## src/rtl/la_pwrseq_pkg.sv

```systemverilog
// Shared definitions for the la_pwrseq power-domain sequencer: state codes
// and the width helper for the optional level status port (LA_PWRSEQ_STATUS_EN).
package la_pwrseq_pkg;

  typedef logic [2:0] state_t;

  localparam state_t ST_OFF    = 3'd0;
  localparam state_t ST_RAMPUP = 3'd1;
  localparam state_t ST_SETTLE = 3'd2;
  localparam state_t ST_ON     = 3'd3;
  localparam state_t ST_RAMPDN = 3'd4;

  // Bits needed to hold a segment count from 0 to n inclusive.
  function automatic int level_width(input int n);
    return (n < 1) ? 1 : $clog2(n + 1);
  endfunction

endpackage

```

## src/rtl/la_pwrseq_timer.sv

```systemverilog
// Loadable down-counter shared by the dwell and settle phases of la_pwrseq.
// A load takes priority; otherwise the count decays to zero and holds there.
module la_pwrseq_timer #(
  parameter int CW = 8
) (
  input  logic          clk,
  input  logic          reset,
  input  logic          load,
  input  logic [CW-1:0] value,
  output logic          done
);

  logic [CW-1:0] cnt;

  // NOTE: state registers use non-blocking assignments so every flop samples
  // the values from before the edge, independent of block ordering.
  always_ff @(posedge clk or posedge reset) begin
    if (reset) begin
      cnt <= '0;
    end else if (load) begin
      cnt <= value;
    end else if (cnt != '0) begin
      cnt <= cnt - 1'b1;
    end
  end

  assign done = (cnt == '0);

endmodule

```

## src/rtl/la_pwrseq.sv

```systemverilog
// Power-up/down sequencer for a gated domain built from N staggered header
// segments. Optional popcount output 'level' is enabled by LA_PWRSEQ_STATUS_EN.
module la_pwrseq
  import la_pwrseq_pkg::*;
#(
  parameter int    N    = 4,
  parameter int    CW   = 8,
  parameter string PROP = "DEFAULT"
) (
  input  logic          clk,
  input  logic          reset,
  input  logic          req,
  input  logic [CW-1:0] delay,
  output logic [N-1:0]  en,
  output logic          iso,
  output logic          rst_dom,
  output logic          ack,
  output logic          busy
`ifdef LA_PWRSEQ_STATUS_EN
  ,
  output logic [level_width(N)-1:0] level
`endif
);

  state_t       state;
  state_t       state_nx;
  logic [N-1:0] en_nx;
  logic [N-1:0] en_up;
  logic [N-1:0] en_dn;
  logic         iso_nx;
  logic         ack_nx;
  logic         load;
  logic         done;

  la_pwrseq_timer #(.CW(CW)) u_timer (
    .clk   (clk),
    .reset (reset),
    .load  (load),
    .value (delay),
    .done  (done)
  );

  // Thermometer step in either direction; the cast keeps N=1 legal.
  assign en_up = N'({en, 1'b1});
  assign en_dn = en >> 1;

  // NOTE: every output of this block gets a default first, so no path can
  // leave a signal unassigned and infer a latch.
  always_comb begin
    state_nx = state;
    en_nx    = en;
    iso_nx   = iso;
    ack_nx   = ack;
    load     = 1'b0;
    case (state)
      ST_OFF: begin
        if (req) begin
          en_nx    = N'(1);
          load     = 1'b1;
          state_nx = (N == 1) ? ST_SETTLE : ST_RAMPUP;
        end
      end
      ST_RAMPUP: begin
        if (!req) begin
          state_nx = ST_RAMPDN;
          load     = 1'b1;
        end else if (done) begin
          en_nx = en_up;
          load  = 1'b1;
          if (&en_up) begin
            state_nx = ST_SETTLE;
          end
        end
      end
      ST_SETTLE: begin
        if (!req) begin
          state_nx = ST_RAMPDN;
          load     = 1'b1;
        end else if (done) begin
          state_nx = ST_ON;
          iso_nx   = 1'b0;
          ack_nx   = 1'b1;
        end
      end
      ST_ON: begin
        if (!req) begin
          state_nx = ST_RAMPDN;
          load     = 1'b1;
          iso_nx   = 1'b1;
          ack_nx   = 1'b0;
        end
      end
      ST_RAMPDN: begin
        if (req) begin
          // A fully enabled domain only needs to settle again.
          state_nx = (&en) ? ST_SETTLE : ST_RAMPUP;
          load     = 1'b1;
        end else if (done) begin
          en_nx = en_dn;
          load  = 1'b1;
          if (en_dn == '0) begin
            state_nx = ST_OFF;
          end
        end
      end
      default: begin
        state_nx = ST_OFF;
        en_nx    = '0;
        iso_nx   = 1'b1;
        ack_nx   = 1'b0;
      end
    endcase
  end

  // Reset cuts every segment at once; an abrupt power loss is accepted here.
  always_ff @(posedge clk or posedge reset) begin
    if (reset) begin
      state   <= ST_OFF;
      en      <= '0;
      iso     <= 1'b1;
      rst_dom <= 1'b1;
      ack     <= 1'b0;
      busy    <= 1'b0;
    end else begin
      state   <= state_nx;
      en      <= en_nx;
      iso     <= iso_nx;
      rst_dom <= iso_nx;
      ack     <= ack_nx;
      busy    <= (state_nx == ST_RAMPUP) || (state_nx == ST_SETTLE) ||
                 (state_nx == ST_RAMPDN);
    end
  end

`ifdef LA_PWRSEQ_STATUS_EN
  always_ff @(posedge clk or posedge reset) begin
    if (reset) begin
      level <= '0;
    end else begin
      level <= level_width(N)'($countones(en_nx));
    end
  end
`endif

  a_ack_powered : assert property (@(posedge clk) disable iff (reset)
    ack |-> ((&en) && !iso && !rst_dom));
  a_iso_order : assert property (@(posedge clk) disable iff (reset)
    !iso |-> !rst_dom);
  a_thermo : assert property (@(posedge clk) disable iff (reset)
    (en & (en + N'(1))) == '0);

endmodule

```

## config.mk

```make
export PLATFORM = sky130hd
export DESIGN_NAME = la_pwrseq
export DESIGN_NICKNAME = d
export VERILOG_FILES = /design/src/rtl/la_pwrseq_pkg.sv /design/src/rtl/la_pwrseq_timer.sv /design/src/rtl/la_pwrseq.sv
export SDC_FILE = /design/constraint.sdc
export NUM_CORES = 1
export LEC_CHECK = 0
export ABC_AREA = 1
export ABC_CLOCK_PERIOD_IN_PS = 2300
export CORE_AREA = 3 3 52 54
export DETAILED_ROUTE_END_ITERATION = 8
export DIE_AREA = 0 0 55 57
export GPL_TIMING_DRIVEN = 0
export PLACE_DENSITY = 0.77
export SLEW_MARGIN = 20
export SYNTH_ARGS = -nofsm -noshare
export SYNTH_HDL_FRONTEND = slang
export SYNTH_HIERARCHICAL = 1
export SYNTH_SLANG_ARGS = --single-unit
```

## constraint.sdc

```tcl
create_clock -name clk -period 2.3 [get_ports clk]
set_input_delay 0.575 -clock clk [delete_from_list [all_inputs] [get_ports clk]]
set_output_delay 0.575 -clock clk [all_outputs]
set_load 0.03 [all_outputs]
```

# Word-level counts from Yosys, hierarchy flattened
# Cells that the tools add are included.
[word_totals]
regBits = 18
output_inout_bits = 8
word_cells = 71
input_bits = 11
[op_classes]
mux = 34
eq_ne = 15
n_reduce_logical = 13
add_sub_neg = 1
bitwise = 2
[ops]
columns = ["operator", "n"]
rows = [
  ["2-to-1 mux 3 bit", 10],
  ["2-to-1 mux 4 bit", 5],
  ["2-to-1 mux 8 bit", 2],
  ["!= test 2 bit (second input constant)", 8],
  ["one-hot mux 4 bit (4 select lines)", 1],
  ["one-hot mux 3 bit (5 select lines)", 1],
  ["2-to-1 mux 1 bit", 11],
  ["equality test 3 x 2 -> 1 bit (second input constant)", 3],
  ["zero test 8 bit", 1],
  ["AND reduction 4 bit", 2],
  ["nonzero test 8 bit", 1],
  ["subtractor 8 x 1 -> 8 bit (second input constant)", 1],
  ["equality test 3 x 1 -> 1 bit (second input constant)", 2],
  ["equality test 3 bit (second input constant)", 2],
  ["one-hot mux 1 bit (3 select lines)", 2],
  ["AND reduction 6 bit", 1],
  ["zero test 4 bit", 1],
  ["one-hot mux 1 bit (4 select lines)", 1],
  ["zero test 3 bit", 1],
  ["AND reduction 3 bit", 1],
  ["OR reduction 3 bit", 1],
  ["logical OR 1 bit", 2],
  ["2-to-1 mux 2 bit", 1],
  ["NOT 1 bit", 2],
  ["2 further kinds", 2],
]

# Logic depth before layout (Yosys ltp)
[depth]
depth_word = 8
mapped_depth = 12
depth_no_buf = 12

# Cells and area by module
# The synthesis kept the hierarchy.
[modules_own_cells]
columns = ["module", "seq_area_each_um2", "area_each_um2", "instances", "cells_each"]
rows = [
  ["la_pwrseq", 251.5, 688.2, 1, 94],
  ["la_pwrseq_timer", 200.2, 530.5, 1, 71],
]

# Least setup slack after synthesis
# Ideal clock, no wire load.
[synth_path]
path_type = "reg2reg"
from = "register u_timer.cnt[0]"
to = "register u_timer.cnt[1]"
required_ns = 2.183
path_buffers = 1
stages_incl_launch_ff = 11
synth_period_minus_slack_ns = 1.956
slack_ns = 0.344
arrival_ns = 1.839
path_cell_list = "dfrtp_1 inv_1 ha_1 nand2_4 nor2_8 inv_1 o2111ai_1 buf_4 o21ai_0 nand2_1 o21ai_2"
[synth_between]
elab_chain_len = 5
elab_cells_between_ends = 10
classes_between = "add/sub (1); mux (6); reduce/logical (3)"
[synth_rtl]
columns = ["element", "line", "text"]
rows = [
  ["start: declaration", "la_pwrseq_timer.sv:13", "logic [CW-1:0] cnt;"],
  ["start signal: assignment", "la_pwrseq_timer.sv:21", "cnt <= value;"],
  ["start signal: assignment", "la_pwrseq_timer.sv:23", "cnt <= cnt - 1'b1;"],
  ["zero test 8 bit (*)", "la_pwrseq_timer.sv:27", "assign done = (cnt == '0);"],
  ["net done", "la_pwrseq.sv:33", "logic done;"],
  ["2-to-1 mux 1 bit (*)", "la_pwrseq.sv:67, la_pwrseq.sv:98", ""],
  ["2-to-1 mux 1 bit (on tied branches)", "la_pwrseq.sv:94, la_pwrseq.sv:64", ""],
  ["one-hot mux 1 bit (4 select lines) (*)", "la_pwrseq.sv:55", "case (state)"],
  ["net load", "la_pwrseq.sv:32", "logic load;"],
  ["2-to-1 mux 8 bit / nonzero test 2 bit (equally long branches)", "-", ""],
]
# The timed path passes the listed nets; every way through them passes the cells marked *. The select of a mux whose other input is x is not followed.
# A chain may end at the register's enable or synchronous reset.

# Worst setup path in the final report
[layout_path]
from = "register rst_dom"
to = "output port rst_dom"
[layout_rtl]
columns = ["element", "line", "text"]
rows = [
  ["start: declaration", "la_pwrseq.sv:16", "output logic rst_dom,"],
  ["start signal: assignment", "la_pwrseq.sv:128", "rst_dom <= iso_nx;"],
]
# No word-level cell between the ends.

==> impl_results.md <==
- Post-Syn Instances: 165
- Final-report hold violation count: 0
- Final Instance Count excl. Fillers: 215
- Critical-path maximum fanout: 3
- Critical Path Source: rst_dom
- #FFs+latches synth: 18
- R2R Setup Slk: 210 ps
- Number of port buffers: 18
- Fin Setup TNS: 0 ps
- CTS clock-pin slew for the worst setup and hold paths: 90 ps
- IO Pins: 19
- Critical Path Source Type: flop
- Htree depth: 1
- WL per Instance: 11.4 µm
- GR Util All Layers: 18.7%
- RSZ-0062 raised after global routing: false
- Register area share after synthesis: 37.1%
- Post-route antenna net violation count: 0
- Starting Density: 54.1%
- Post-Route WL: 2.44 mm
- Die width: 55 µm
- PD cells: 1310 nW/µm²
- Sw Share: 49.5%
- Residual DRC count: 0
- Yosys top cell by area: dfrtp_1
- Commonest cells post-synth: 49 x nand2_1, 17 x dfrtp_1, 16 x inv_1, 16 x nor2_1, 13 x nand3_1
- Die H: 57 µm
- DRT iter0 DRCs: 20
- Fin. max-slew vios: 0
- Worst Setup End Kind: output pin
- Die area: 3140 µm²
- Netlist cell types: 30
- Simple-gate share of the synthesized area: 40.2%
- Layout cells sized above 1: 19.8%
- Yosys warns: 6
- Area share of the largest cell type after synthesis: 34.9%
- Fraction of registers with async set/reset: 100%
- Initial DRT Pass Iterations: 4
- Part of the power in registers: 31.9%
- Post-synth EDFFs: 0
- Hold Crit Class: flop to flop
- Cell area after layout: 1470 µm²
- Synthesized-area fraction occupied by adder cells: 1.03%
- Tmin final: 2150 ps
- FF-to-FF path depth: 10
- Syn nets: 177
- Cell Area, Synth: 1220 µm²
- First-pass GRT wire length: 4.35 mm
- CTS tree: built
- Placeable Area: 2250 µm²
- Vias per cell: 5.17
- Area fraction in compound gates after synthesis: 11.4%
- Row cnt: 17
- Nets: 200
- Gate power share: 59.7%
- Via count: 1111
- Switching power: 954 µW
- ANT cells: 0
- Dpl hpwl: 1.95 mm
- # Max-Cap Violations: 0
- Root Buffer: clkbuf_4
- P_leak: 0.726 nW
- Post-CTS setup buffer count: 0
- GP Congestion: 0.839
- Final Setup Violations: 0
- Crit path kind: flop to output pin
- Clock power frac: 8.4%
- Power consumption: 1.93 mW
- Layout area overhead: 20.3%
- Number of instances in the placed design: 211
- Largest family of logic cells by synthesized area: simple AND/OR/NAND/NOR gates
- Crit path to: rst_dom
- Most used DFF post-synth: dfrtp_1
- R2R Path Start: u_timer/cnt[0]
- Gr ovfl total: 0
- Clk sinks: 18
- Clk buf depth: 2
- Mux cell area share after synthesis: 0%
- Fin Clk Skew: 9.88 ps
- Synth Area per Inst: 7.39 µm²
- WP data required: 1730 ps
- Count leader, synth: nand2_1
- Total internal power: 973 µW
- Crit path arrival time: 1570 ps
- Max Freq: 465 MHz
- FF-to-FF End: u_timer/cnt[1]
- Cts hold-fix bufs: 0
- Post-Synth XOR/XNOR Area: 1.44%
- Antenna violations before repair: 0
- Pin count of the biggest net entering global routing: 11
- Top post-synthesis cells by area: dfrtp_1 35%, nand2_1 15%, nand3_1 5.3%
- CTS Buf Count: 3
- Slew Limit Headroom: 74.4%
- Status: finished clean
- VDD IR-drop max: 0.762 mV
- Clock Latency Late Sink: 290 ps
- Worst-Margin Slew: 383 ps
- Vias in the first global route: 1122
- Period utilization: 93.5%
- Placed cell area: 1430 µm²
-- logic make-up after synthesis --
kind of cell    after synthesis
xor+xnor                      2
simple gates                 98
buf+inv                      24
compound gates               22
fa+ha+maj                     1
flops                        18
-- cell usage in the layout (no fill, tap or decap) --
master / count
o2111ai_2: 1
o211ai_1: 1
inv_2: 4
nand2_2: 7
o22ai_1: 1
nand4_1: 1
buf_4: 2
nand3_2: 3
clkbuf_1: 1
inv_4: 1
dfrtp_1: 17
buf_6: 1
nand2_1: 49
o21ai_1: 2
nand2_4: 2
clkdlybuf4s50_1: 18
nor2_8: 1
o21ai_0: 8
nor2_1: 16
dfstp_2: 1
clkbuf_4: 3
inv_1: 16
a21oi_1: 3
nor2_4: 3
a21oi_2: 1
ha_1: 1
nand4_2: 1
nor2_2: 2
o21a_1: 1
nand3_1: 13
xnor2_1: 1
o21ai_2: 4
xor2_1: 1
-- per-layer routing --
metal / global-route usage, % / part of all wire, %
met5: 0 / 0
met4: 9.38 / 1.3
met2: 33.6 / 52
met1: 20.4 / 42
met3: 2.35 / 4.3
-- registers in the layout, summed over array words and instances, names as in the netlist --
name / cells
u_timer/cnt: 8
en: 4
state: 3
ack: 1
busy: 1
rst_dom: 1
-- worst min path at each step --
stage / start / to / slack [ps] / depth (start not counted)
6_report: ack / ack / 500 / 1
5_1_grt: ack / ack / 530 / 1
4_1_cts: rst_dom / rst_dom / 510 / 2
3_5_place_dp: ack / ack / 490 / 1
3_3_place_gp: rst_dom / rst_dom / 480 / 2
2_1_floorplan: reset / u_timer/cnt[0] / 390 / 1
-- metrics by stage --
stage,util [%],hold slack (ps),worst slack [ps]
after floorplan,-,391,344
after global placement,63.6,479,-21.2
after detailed placement,63.6,487,-51.3
after CTS,64.8,508,89.8
after global routing,65.0,528,27.1
final,65.0,499,150
-- worst max-delay path: stages, from the launching register on --
cell,delay (ps)
dfstp_2,550
buf_4,90
clkdlybuf4s50_1,650
-- power by group through the flow --
stage	Clock [mW]	Combinational, mW	Sequential, mW
detailed placement	0	1.15	0.618
global route	0.183	1.30	0.634
floorplan	0	0.759	0.699
finish	0.161	1.15	0.615
CTS	0.170	1.15	0.613
global placement	0	1.11	0.611
-- area by class of cell --
type,count,area (µm²)
multi-input combinational,123,666
sequential,18,452
tap,28,35.0
clock buffer,4,26.3
fill,206,788
buffer,3,26.3
timing repair buffer,18,180
inverter,21,81.3
-- what timing repair did --
action / in CTS / in global routing
resized for setup: 0 / 1
endpoints found under the setup margin: 0 / 2
hold endpoints to repair: 0 / 0
(Power assumes the default switching activity.)
